$ cat src/rtl/mem_bus_arbiter.sv
// mem_bus_arbiter
//   Round-robin owner of the single system memory bus. Requesters raise
//   in_reqcyc, receive a registered one-hot grant, then hold the bus by
//   asserting their in_busy bit until the transaction completes. Every
//   release is followed by a dead TURN cycle and an IDLE arbitration cycle,
//   so the bus driver always sees at least two grant-free cycles.
//
// Ports
//   clk, reset          clock, synchronous active-high reset
//   in_reqcyc[N]        per-requester request level
//   in_busy[N]          per-requester busy; only the owner's bit moves the FSM
//   out_grant[N]        registered one-hot grant
//   out_owner           index of the current (or most recent) owner
//   out_bus_idle        no grant bit set
//   out_timeout         pulse in the last granted cycle of a grant that will
//                       be revoked for never asserting busy
//   out_busy_conflict   pulse, one cycle after a non-owner drove in_busy
module mem_bus_arbiter #(
   parameter int NUM_REQ       = 4,
   parameter int GRANT_TIMEOUT = 16,
   parameter int OWNER_WIDTH   = $clog2(NUM_REQ)
) (
   input  logic                   clk,
   input  logic                   reset,
   input  logic [NUM_REQ-1:0]     in_reqcyc,
   input  logic [NUM_REQ-1:0]     in_busy,
   output logic [NUM_REQ-1:0]     out_grant,
   output logic [OWNER_WIDTH-1:0] out_owner,
   output logic                   out_bus_idle,
   output logic                   out_timeout,
   output logic                   out_busy_conflict
);

   localparam int WCW = (GRANT_TIMEOUT > 0) ? $clog2(GRANT_TIMEOUT + 1) : 1;
   localparam logic [WCW-1:0] WAIT_LAST = WCW'((GRANT_TIMEOUT > 0) ? GRANT_TIMEOUT - 1 : 0);
   localparam logic [OWNER_WIDTH-1:0] LAST_REQ = OWNER_WIDTH'(NUM_REQ - 1);

   typedef enum logic [1:0] {ST_IDLE, ST_GRANTED, ST_OWNED, ST_TURN} state_t;

   state_t                 state_q, state_d;
   logic [OWNER_WIDTH-1:0] rr_ptr_q, rr_ptr_d;
   logic [OWNER_WIDTH-1:0] owner_q, owner_d;
   logic [WCW-1:0]         wait_cnt_q, wait_cnt_d;
   logic [NUM_REQ-1:0]     grant_q, grant_d;
   logic                   bus_idle_q, bus_idle_d;
   logic                   timeout_q, timeout_d;
   logic                   conflict_q, conflict_d;

   logic                   found;
   logic [OWNER_WIDTH-1:0] winner;
   logic [OWNER_WIDTH-1:0] scan_idx;

   // Cyclic first-set search starting at rr_ptr.
   always_comb begin
      found    = 1'b0;
      winner   = '0;
      scan_idx = '0;
      for (int i = 0; i < NUM_REQ; i++) begin
         scan_idx = (int'(rr_ptr_q) + i >= NUM_REQ) ? OWNER_WIDTH'(int'(rr_ptr_q) + i - NUM_REQ)
                                                    : OWNER_WIDTH'(int'(rr_ptr_q) + i);
         if (!found && in_reqcyc[scan_idx]) begin
            found  = 1'b1;
            winner = scan_idx;
         end
      end
   end

   always_comb begin
      state_d    = state_q;
      rr_ptr_d   = rr_ptr_q;
      owner_d    = owner_q;
      wait_cnt_d = wait_cnt_q;
      grant_d    = '0;
      case (state_q)
         ST_IDLE: begin
            if (found) begin
               owner_d  = winner;
               rr_ptr_d = (winner == LAST_REQ) ? '0 : winner + 1'b1;
               state_d  = ST_GRANTED;
            end
         end
         ST_GRANTED: begin
            // busy outranks withdrawal and timeout
            if (in_busy[owner_q])                                   state_d = ST_OWNED;
            else if (!in_reqcyc[owner_q])                           state_d = ST_TURN;
            else if (GRANT_TIMEOUT != 0 && wait_cnt_q == WAIT_LAST) state_d = ST_TURN;
            else                                                    wait_cnt_d = wait_cnt_q + 1'b1;
         end
         ST_OWNED: begin
            if (!in_busy[owner_q]) state_d = ST_TURN;
         end
         default: begin
            wait_cnt_d = '0;
            state_d    = ST_IDLE;
         end
      endcase
      if (state_d == ST_GRANTED || state_d == ST_OWNED) grant_d[owner_d] = 1'b1;
      bus_idle_d = ~|grant_d;
      // Registered one cycle early so the pulse lines up with the last
      // granted cycle; the revoke happens at the edge that ends it.
      timeout_d  = (GRANT_TIMEOUT != 0) && (state_d == ST_GRANTED) && (wait_cnt_d == WAIT_LAST);
      conflict_d = |(in_busy & ~grant_q);
   end

   always_ff @(posedge clk) begin
      if (reset) begin
         state_q    <= ST_IDLE;
         rr_ptr_q   <= '0;
         owner_q    <= '0;
         wait_cnt_q <= '0;
         grant_q    <= '0;
         bus_idle_q <= 1'b1;
         timeout_q  <= 1'b0;
         conflict_q <= 1'b0;
      end else begin
         state_q    <= state_d;
         rr_ptr_q   <= rr_ptr_d;
         owner_q    <= owner_d;
         wait_cnt_q <= wait_cnt_d;
         grant_q    <= grant_d;
         bus_idle_q <= bus_idle_d;
         timeout_q  <= timeout_d;
         conflict_q <= conflict_d;
      end
   end

   assign out_grant         = grant_q;
   assign out_owner         = owner_q;
   assign out_bus_idle      = bus_idle_q;
   assign out_timeout       = timeout_q;
   assign out_busy_conflict = conflict_q;

endmodule

$ cat config.mk
export PLATFORM = sky130hd
export DESIGN_NAME = mem_bus_arbiter
export DESIGN_NICKNAME = d
export VERILOG_FILES = /design/src/rtl/mem_bus_arbiter.sv
export SDC_FILE = /design/constraint.sdc
export NUM_CORES = 1
export LEC_CHECK = 0
export ABC_AREA = 1
export BUFFER_PORTS_ARGS = -buffer_cell sky130_fd_sc_hd__buf_2
export CAP_MARGIN = 10
export CORE_MARGIN = 2
export CORE_UTILIZATION = 53
export CTS_BUF_LIST = sky130_fd_sc_hd__clkbuf_4
export DETAILED_ROUTE_END_ITERATION = 7
export GPL_TIMING_DRIVEN = 1
export PLACE_DENSITY_LB_ADDON = 0.3
export SLEW_MARGIN = 20
export SYNTH_ARGS = -nofsm -noshare
export SYNTH_HDL_FRONTEND = slang
export SYNTH_SLANG_ARGS = --single-unit
$ cat constraint.sdc
create_clock -name clk -period 3.85 [get_ports clk]
set_input_delay 0.385 -clock clk [delete_from_list [all_inputs] [get_ports clk]]
set_output_delay 0.385 -clock clk [all_outputs]
set_load 0.01 [all_outputs]
# Word level (Yosys, flattened, before mapping)
# Index checks and enable logic that the tools add are counted.
totals:
  inputBits: 10
  register_bits: 18
  word_cells: 92
classes:
  magnitude_cmp: 11
  reduce_logical: 15
  eq_ne: 7
  addsub: 9
  n_mux: 40
  bitwise: 2
ops:
  columns: ["op", "n"]
  rows:
  - ["2-bit 2-to-1 mux", 16]
  - ["2-bit by 3-bit less-than comparator with 1-bit output, second input constant", 6]
  - ["5-bit 2-to-1 mux", 3]
  - ["1-bit binary-select mux with 2-bit select", 6]
  - ["1-bit 2-to-1 mux", 11]
  - ["5-bit by 4-bit equality test with 1-bit output, second input constant", 2]
  - ["5-bit case mux with 2 select lines", 1]
  - ["3-bit >= comparator, second input constant", 3]
  - ["4-bit OR reduction", 2]
  - ["2-bit by 1-bit subtractor with 2-bit output, second input constant", 4]
  - ["2-bit by 2-bit adder with 3-bit output, second input constant", 2]
  - ["2-bit equality test, second input constant", 3]
  - ["2-bit case mux with 3 select lines", 1]
  - ["5-bit by 1-bit adder with 5-bit output, second input constant", 1]
  - ["1-bit logical AND", 5]
  - ["4-bit AND", 1]
  - ["2-bit by 1-bit equality test with 1-bit output, second input constant", 2]
  - ["1-bit logical NOT", 4]
  - ["4-bit 2-to-1 mux", 1]
  - ["4-bit NOT", 1]
  - ["2-bit by 1-bit adder with 3-bit output, second input constant", 1]
  - ["2-bit by 3-bit >= comparator with 1-bit output, second input constant", 1]
  - ["2-bit by 1-bit adder with 2-bit output, second input constant", 1]
  - ["1-bit demux with 2-bit select", 1]
  - ["other kinds (5)", 5]

# Longest topological paths before layout
# Gate-level depths: netlist of the first run.
logic_depth:
  word_depth: 23
  ltp_mapped: 15

# Least setup slack after synthesis of the first run
# No wires, ideal clock.
synth_path:
  path_type: "register -> register"
  start: "register rr_ptr_q[0]"
  end: "register grant_q[1], in the netlist out_grant[1]"
  required_time_ns: 3.785
  path_stages_with_launch: 14
  setup_slack_ns: 2.062
  path_buffers: 1
  period_less_slack_ns: 1.788
  arrival_time_ns: 1.723
  path_cell_list: "dfxtp_1 > buf_6 > inv_8 > nand2_1 > nand3_1 > nand2_1 > nor2_4 > nand3_2 > nand2_4 > nand2_1 > ha_1 > nor2_1 > o211ai_1 > nor2_1"
synth_via:
  word_cells_on_any_way: 50
  classes_between: "add/sub: 7; order compare: 6; eq/ne: 2; mux: 27; reduce/logical: 8"
synth_rtl:
  columns: ["element", "line_no", "source"]
  rows:
  - ["start, declared", "41", "logic [OWNER_WIDTH-1:0] rr_ptr_q, rr_ptr_d;"]
  - ["start signal, assigned", "117", "rr_ptr_q <= rr_ptr_d;"]
  - ["branches (longest 13 deep; another with 2-bit by 1-bit adder with 3-bit output)", null, null]
  - ["1-bit 2-to-1 mux *", "61", "if (!found && in_reqcyc[scan_idx]) begin"]
  - ["2-bit 2-to-1 mux *", "76", "if (found) begin"]
  - ["2-bit case mux with 3 select lines *", "74", "case (state_q)"]
  - ["via state_d[0]", "40", "state_t state_q, state_d;"]
  - ["2-bit by 1-bit equality test with 1-bit output / 2-bit equality test (equally long branches)", "97", "if (state_d == ST_GRANTED || state_d == ST_OWNED) grant_d[owner_d] = 1'b1;"]
  - ["1-bit logical OR *", "97", null]
  - ["4-bit 2-to-1 mux *", "97", null]
  - ["end signal, assigned", "120", "grant_q <= grant_d;"]
  - ["end, declared", "44", "logic [NUM_REQ-1:0] grant_q, grant_d;"]
# Mark *: on every way through the listed nets, which the timed path passes. The select of a mux whose other input is x is not followed.
# A chain may end at the register's enable or synchronous reset.

# Worst setup path after layout of the first run
layout_path:
  start: "register rr_ptr_q[0]"
  end: "register grant_q[3], in the netlist out_grant[3]"
# The elaborated chain is that of the path after synthesis.

==> impl_metrics.yaml, run 1 <==
worst_hold_path:
  hold_start: "reset"
  holdPathEnd: "wait_cnt_q[4]"
  min_path_type: "primary input to flop"
  min_path_cells: 2
global_routing:
  antenna_found_initial: 0
  grt_pass1_wl_um: 4105
  grt_overflow: 0
  grt_max_degree: 14
  gr-usage-met3_pct: 6.250
  use_met1_pct: 23.88
  grt_util_met2_pct: 37.72
  grt-busiest-layer: "met2"
  grt_pass1_vias: 1059
  grt_usage_pct: 20.74
cells_and_area:
  fin_nets: 218
  nFillCells: 201
  area_growth_pct: 10.60
  layout-drive-gt1-share_pct: 16.18
  stdcell_count: 231
  diodes: 0
  mostFrequentLayoutCell: "nand2_1"
  finalInstanceArea_um2: 1254
  final_cell_mix: "nand2_1 (67), nor2_1 (26), inv_1 (24)"
synth:
  syn_nets: 198
  synth_cell_type_count: 24
  ys_ff_latch: 18
  ys_seq_area_share_pct: 31.79
  synth_area_per_cell_um2: 6.095
  ys_warn_count: 0
  async_flop_share_pct: 0
  synth_edf_count: 0
  synthFlopType: "dfxtp_1"
  synthCells: 186
  muxShareOfSynthArea_pct: 0
  synthAdderAreaFrac_pct: 2.208
  synth_top_family_by_area: "simple AND/OR/NAND/NOR gates"
  netlist_area_um2: 1134
  synth_compound_area_share_pct: 10.04
  synth_xor_area_share_pct: 0.7726
  synthSimpleGateAreaFrac_pct: 43.05
cts:
  cts_tree: "built"
  post_cts_resized: 0
  clock-root-buffer: "clkbuf_4"
  post-cts-setup-buffers: 0
  htreeDepth: 1
  clk_latency_ns: 0.29
  numCtsBuffers: 3
  cts.sinks: 18
  clk_pin_slew_ns: 0.10
  hold_buffers: 0
  cts_buffer_depth: 2
power_and_ir_drop:
  power.leakage_uw: 0.0006990
  power_frac_comb_pct: 59.2
  p_per_area_nw_per_um2: 756.3
  swShare_pct: 50.54
  p_int_uw: 469.0
  switching_power_uw: 479.2
  total_power_uw: 948.2
  clkPwrFrac_pct: 9.9
  seqPwrFrac_pct: 30.9
  irDropWorstVdd_mv: 0.4700
place:
  portBuffers: 18
  place_hpwl_um: 1940
  placedCellCount: 228
  placed_area_um2: 1231
  gp_congestion: 0.9087
critical_path:
  reg2reg_from: "rr_ptr_q[0]"
  path_class: "flop to flop"
  ff2ff_setup_slack_ns: 1.64
  crit_path_end_kind: "flop"
  r2r-end: "out_grant[3]"
  start_kind: "flop"
  arrival_ns: 2.45
  worstPathMaxFanout: 10
  reg2regPathDepth: 11
  cp.required_ns: 4.09
drt:
  firstDrtPassIters: 4
  vias: 1164
  routed_wl_um: 2408
  via_per_inst: 5.039
  drcViolationCount: 0
  route.antenna.remaining_nets: 0
  wl_per_cell_um: 10.42
  first_iter_violations: 24
floorplanning:
  die_h_um: 50.25
  die_w_um: 50.25
  ioPinCount: 19
  row_count: 16
  start_util_pct: 57.20
  dieArea_um2: 2525
  core_um2: 1982
sta:
  post-route-period-util_pct: 57.46
  rsz0062_at_grt: "false"
  hold_viol: 0
  hold_ws_ns: 0.4161
  clock_skew_ns: 0.001220
  max_freq_ghz: 0.4521
  fin_crit_ns: 2.212
  drv_slew: 0
  worstMarginPinSlew_ns: 0.4422
  slew_headroom_pct: 70.48
  setup-tns-final_ns: 0
  finalSetupViolations: 0
status:
  status: "finished clean"
flow_run:
  maxCapViolCount: 0
-- cells in the mapped netlist (2+ instances only) --
cell | count | share of area, %
nand2_2 | 4 | 2.2
o211ai_1 | 3 | 2.0
buf_6 | 2 | 2.0
ha_1 | 2 | 2.2
dfxtp_1 | 18 | 32
a21oi_1 | 7 | 3.1
nand3_1 | 15 | 6.6
o22ai_1 | 2 | 1.1
nor2_1 | 26 | 8.6
inv_1 | 24 | 7.9
o21ai_0 | 4 | 1.8
nand2_1 | 67 | 22
-- stage by stage --
stage                     setup WS, ns  utilization, %
after floorplan                  2.062               -
after global placement           1.828           62.12
after detailed placement         1.699           62.12
after CTS                        1.675           63.26
after global routing             1.414           63.26
final                            1.638           63.26
-- layer usage --
metal | vias to the layer above | wire length [µm]
li1 | 615 | -
met1 | 509 | 1102
met2 | 35 | 1153
met3 | 5 | 127
met4 | 0 | 25
met5 | - | 0
-- power by group through the flow --
| stage | Clock [µW] | Sequential, µW | Combinational (µW) |
|---|---|---|---|
| after global placement | 0 | 295 | 540 |
| after global routing | 101 | 301 | 642 |
| after floorplan | 0 | 284 | 464 |
| final | 93.4 | 293 | 561 |
| after CTS | 95.1 | 293 | 558 |
| after detailed placement | 0 | 296 | 556 |
-- worst max-delay path, cell delays in order (launching register included) --
cell and delay [ns]:
dfxtp_1 0.61, nand2_1 0.15, nand3_1 0.13, nand2_1 0.12
nor2_4 0.16, nand3_2 0.10, nand2_4 0.11, nand2_1 0.06
ha_1 0.28, nor2_1 0.19, o211ai_1 0.14, nor2_1 0.11
-- area by class of cell --
| cell class | count | area, µm² | area share [%] |
|---|---|---|---|
| Inverter | 27 | 111.4 | 8.882 |
| Sequential cell | 18 | 360.3 | 28.74 |
| Clock buffer | 3 | 22.52 | 1.796 |
| Timing Repair Buffer | 18 | 90.09 | 7.186 |
| Tap cell | 27 | 33.78 | 2.695 |
| Multi-Input combinational cell | 138 | 635.6 | 50.70 |
-- flip-flops by register name (all words and copies together), names as in the netlist --
register,count
out_timeout,1
state_q,2
out_grant,4
out_bus_idle,1
out_owner,2
out_busy_conflict,1
wait_cnt_q,5
rr_ptr_q,2
-- worst max path at each step --
stage                            from      endpoint  slack [ns]  depth (start not counted)
final                     rr_ptr_q[0]  out_grant[3]        1.64                         11
after global routing      rr_ptr_q[0]  out_grant[3]        1.41                         11
after CTS                 rr_ptr_q[0]  out_grant[3]        1.67                         11
after detailed placement  rr_ptr_q[0]  out_grant[1]        1.70                         11
after global placement    rr_ptr_q[0]  out_grant[3]        1.83                         11
after floorplan           rr_ptr_q[0]  out_grant[1]        2.06                         13
-- cells by family (layout without fill, tap and decap cells) --
group / Yosys count / count (layout)
buffers and inverters: 30 / 48
adders and majority gates: 2 / 2
xor gates and xnor gates: 1 / 1
and+or+nand+nor: 116 / 116
AOI/OAI and AO/OA: 19 / 19
DFF: 18 / 18
No activity file was read; power rests on OpenSTA's default activity.
==> run 2: changes to the inputs <==
--- a/config.mk
+++ b/config.mk
@@ -5,11 +5,11 @@
 export SDC_FILE = /design/constraint.sdc
 export NUM_CORES = 1
 export LEC_CHECK = 0
-export ABC_AREA = 1
+export ABC_AREA = 0
 export BUFFER_PORTS_ARGS = -buffer_cell sky130_fd_sc_hd__buf_2
 export CAP_MARGIN = 10
 export CORE_MARGIN = 2
-export CORE_UTILIZATION = 53
+export CORE_UTILIZATION = 50
 export CTS_BUF_LIST = sky130_fd_sc_hd__clkbuf_4
 export DETAILED_ROUTE_END_ITERATION = 7
 export GPL_TIMING_DRIVEN = 1
==> constraint.sdc (replaced) <==
create_clock -name clk -period 1.79 [get_ports clk]
set_input_delay 0.179 -clock clk [delete_from_list [all_inputs] [get_ports clk]]
set_output_delay 0.179 -clock clk [all_outputs]
set_load 0.01 [all_outputs]
==> impl_metrics.yaml, run 2 <==
cells_and_area:
  multiInputGateArea_um2: 596.8
  final_cell_mix: "buf_2 (18), buf_4 (18), dfxtp_1 (16)"
  diodes: 0
  top_register: "wait_cnt_q"
  area_growth_pct: 31.39
  fin_nets: 169
  largest_reg_flops: 5
  layout-drive-gt1-share_pct: 36.54
  nFillCells: 152
  ff_latch_area_um2: 367.9
drt:
  vias: 1003
  firstDrtPassIters: 4
  wl_per_cell_um: 13.13
  first_iter_violations: 41
  drcViolationCount: 0
  via_per_inst: 5.481
  route.antenna.remaining_nets: 0
  routed_wl_um: 2402
power_and_ir_drop:
  power_frac_comb_pct: 40.1
  total_power_uw: 1244
  clkPwrFrac_pct: 18.0
  irDropWorstVdd_mv: 0.7713
  p_per_area_nw_per_um2: 957.5
  switching_power_uw: 445.0
  seqPwrFrac_pct: 41.8
  p_int_uw: 798.6
  swShare_pct: 35.79
  power.leakage_uw: 0.0005877
synth:
  synthFlopType: "dfxtp_1"
  ys_warn_count: 0
  async_flop_share_pct: 0
  syn_nets: 130
  synthCells: 118
  ys_seq_area_share_pct: 36.46
  ys_top_cells_by_area: "dfxtp_1 (36%), nor2_1 (5.7%), nand2_1 (4.9%), mux4_2 (4.6%), inv_1 (3.8%)"
  synth.largest_area_cell: "dfxtp_1"
  synth_common_cells: "dfxtp_1 (18), nor2_1 (15), nand2_1 (13)"
  synth_top_cell_area_share_pct: 36.46
  ys_ff_latch: 18
  yosysMostFrequentCell: "dfxtp_1"
  synth_edf_count: 0
  synth_area_per_cell_um2: 8.377
  netlist_area_um2: 988.4
  synth_cell_type_count: 38
sta:
  clock_skew_ns: 0.003713
  post-route-period-util_pct: 112.8
  finalSetupViolations: 4
  rsz0062_at_grt: "true"
  max_freq_ghz: 0.4953
  drv_slew: 0
  slew_headroom_pct: 68.79
  hold_ws_ns: 0.1698
  hold_viol: 0
  worstMarginPinSlew_ns: 0.4656
  setup-tns-final_ns: -0.7907
  worst_slack_ns: -0.2291
  fin_crit_ns: 2.019
floorplanning:
  row_count: 16
  ioPinCount: 19
  die_w_um: 48.46
  core_um2: 1922
  die_h_um: 48.46
  start_util_pct: 51.43
  dieArea_um2: 2348
critical_path:
  path_class: "flop to flop"
  cp.required_ns: 2.04
  start_kind: "flop"
  r2r-end: "out_grant[2]"
  arrival_ns: 2.27
  crit_path_end_kind: "flop"
  reg2regPathDepth: 8
  worstPathMaxFanout: 3
  ff2ff_setup_slack_ns: -0.23
  reg2reg_from: "out_owner[0]"
cts:
  clk_latency_ns: 0.31
  cts.sinks: 18
  hold_buffers: 0
  cts_tree: "built"
  cts_buffer_depth: 2
  htreeDepth: 1
  clk_pin_slew_ns: 0.11
  numCtsBuffers: 3
  clock-root-buffer: "clkbuf_4"
global_routing:
  grt_usage_pct: 22.13
  grt_max_degree: 13
  grt_pass1_wl_um: 4140
  grt_overflow: 0
  antenna_found_initial: 0
  grt_pass1_vias: 959
status:
  violations: "negative setup slack"
  status: "complete, but fails checks"
worst_hold_path:
  min_path_type: "primary input to flop"
  min_path_cells: 3
  holdPathEnd: "out_busy_conflict"
  hold_start: "in_busy[2]"
place:
  gp_congestion: 0.9178
  place_hpwl_um: 1827
  portBuffers: 18
flow_run:
  maxCapViolCount: 0
[run 2: stage by stage]
stage | utilization [%] | setup slack, ns | std cells | instance area (µm²)
after global routing | 67.58 | -0.3184 | 183 | 1299
after CTS | 66.73 | -0.2002 | 182 | 1282
after floorplan | - | -0.2278 | 118 | 1002
after global placement | 64.65 | -0.2180 | 177 | 1242
final | 67.58 | -0.2291 | 183 | 1299
after detailed placement | 64.65 | -0.2387 | 177 | 1242
[run 2: power by group through the flow]
stage               combinational, µW  sequential (µW)  clock [µW]
floorplan                         284              535           0
global placement                  452              528           0
detailed placement                464              529           0
CTS                               480              520         221
global route                      543              530         234
finish                            499              520         224
[run 2: worst max-delay path by stage]
stage / start / to / slack (ns) / depth (start not counted)
global route: out_owner[0] / out_grant[0] / -0.32 / 8
global placement: out_owner[0] / out_grant[2] / -0.22 / 8
finish: out_owner[0] / out_grant[2] / -0.23 / 8
CTS: out_owner[0] / out_grant[0] / -0.20 / 8
detailed placement: out_owner[0] / out_grant[2] / -0.24 / 8
floorplan: out_owner[1] / out_grant[2] / -0.23 / 7
[run 2: worst max-delay path: stages, from the launching register on]
cell and delay [ns]:
dfxtp_4 0.36, mux4_2 0.51, nand2_2 0.08, nand2_2 0.05, o22ai_2 0.15, ha_1 0.25, or2_4 0.23, or2_1 0.23
nor2_1 0.09
[run 2: cell families after synthesis]
group,after synthesis,share of synthesized area (%)
compound gates,22,16.84
xor+xnor,1,0.8862
fa+ha+maj,2,2.531
buf+inv,13,4.937
flops,18,36.46
mux,7,9.873
simple gates,55,28.48
[run 2: layout make-up]
| class | instances | area share (%) |
|---|---|---|
| flip-flops and latches | 18 | 28.32 |
| inverters | 10 | 2.890 |
| clock buffers | 3 | 1.734 |
| repair buffers | 37 | 18.21 |
| well taps | 27 | 2.601 |
| clock inverters | 1 | 0.2890 |
| multi-input cells | 87 | 45.95 |
[run 2: repair_timing]
action,CTS,global route
setup buffers,1,1
endpoints found under the setup margin,4,6
resized for setup,1,3
pin swaps,5,4
[run 2: per-layer routing]
layer | up-vias | share of wire (%) | track usage (%)
met5 | - | 0 | 0
met4 | 0 | 1.7 | 9.048
met3 | 6 | 5.7 | 2.778
met2 | 42 | 46 | 36.11
met1 | 459 | 47 | 29.84
li1 | 496 | - | -
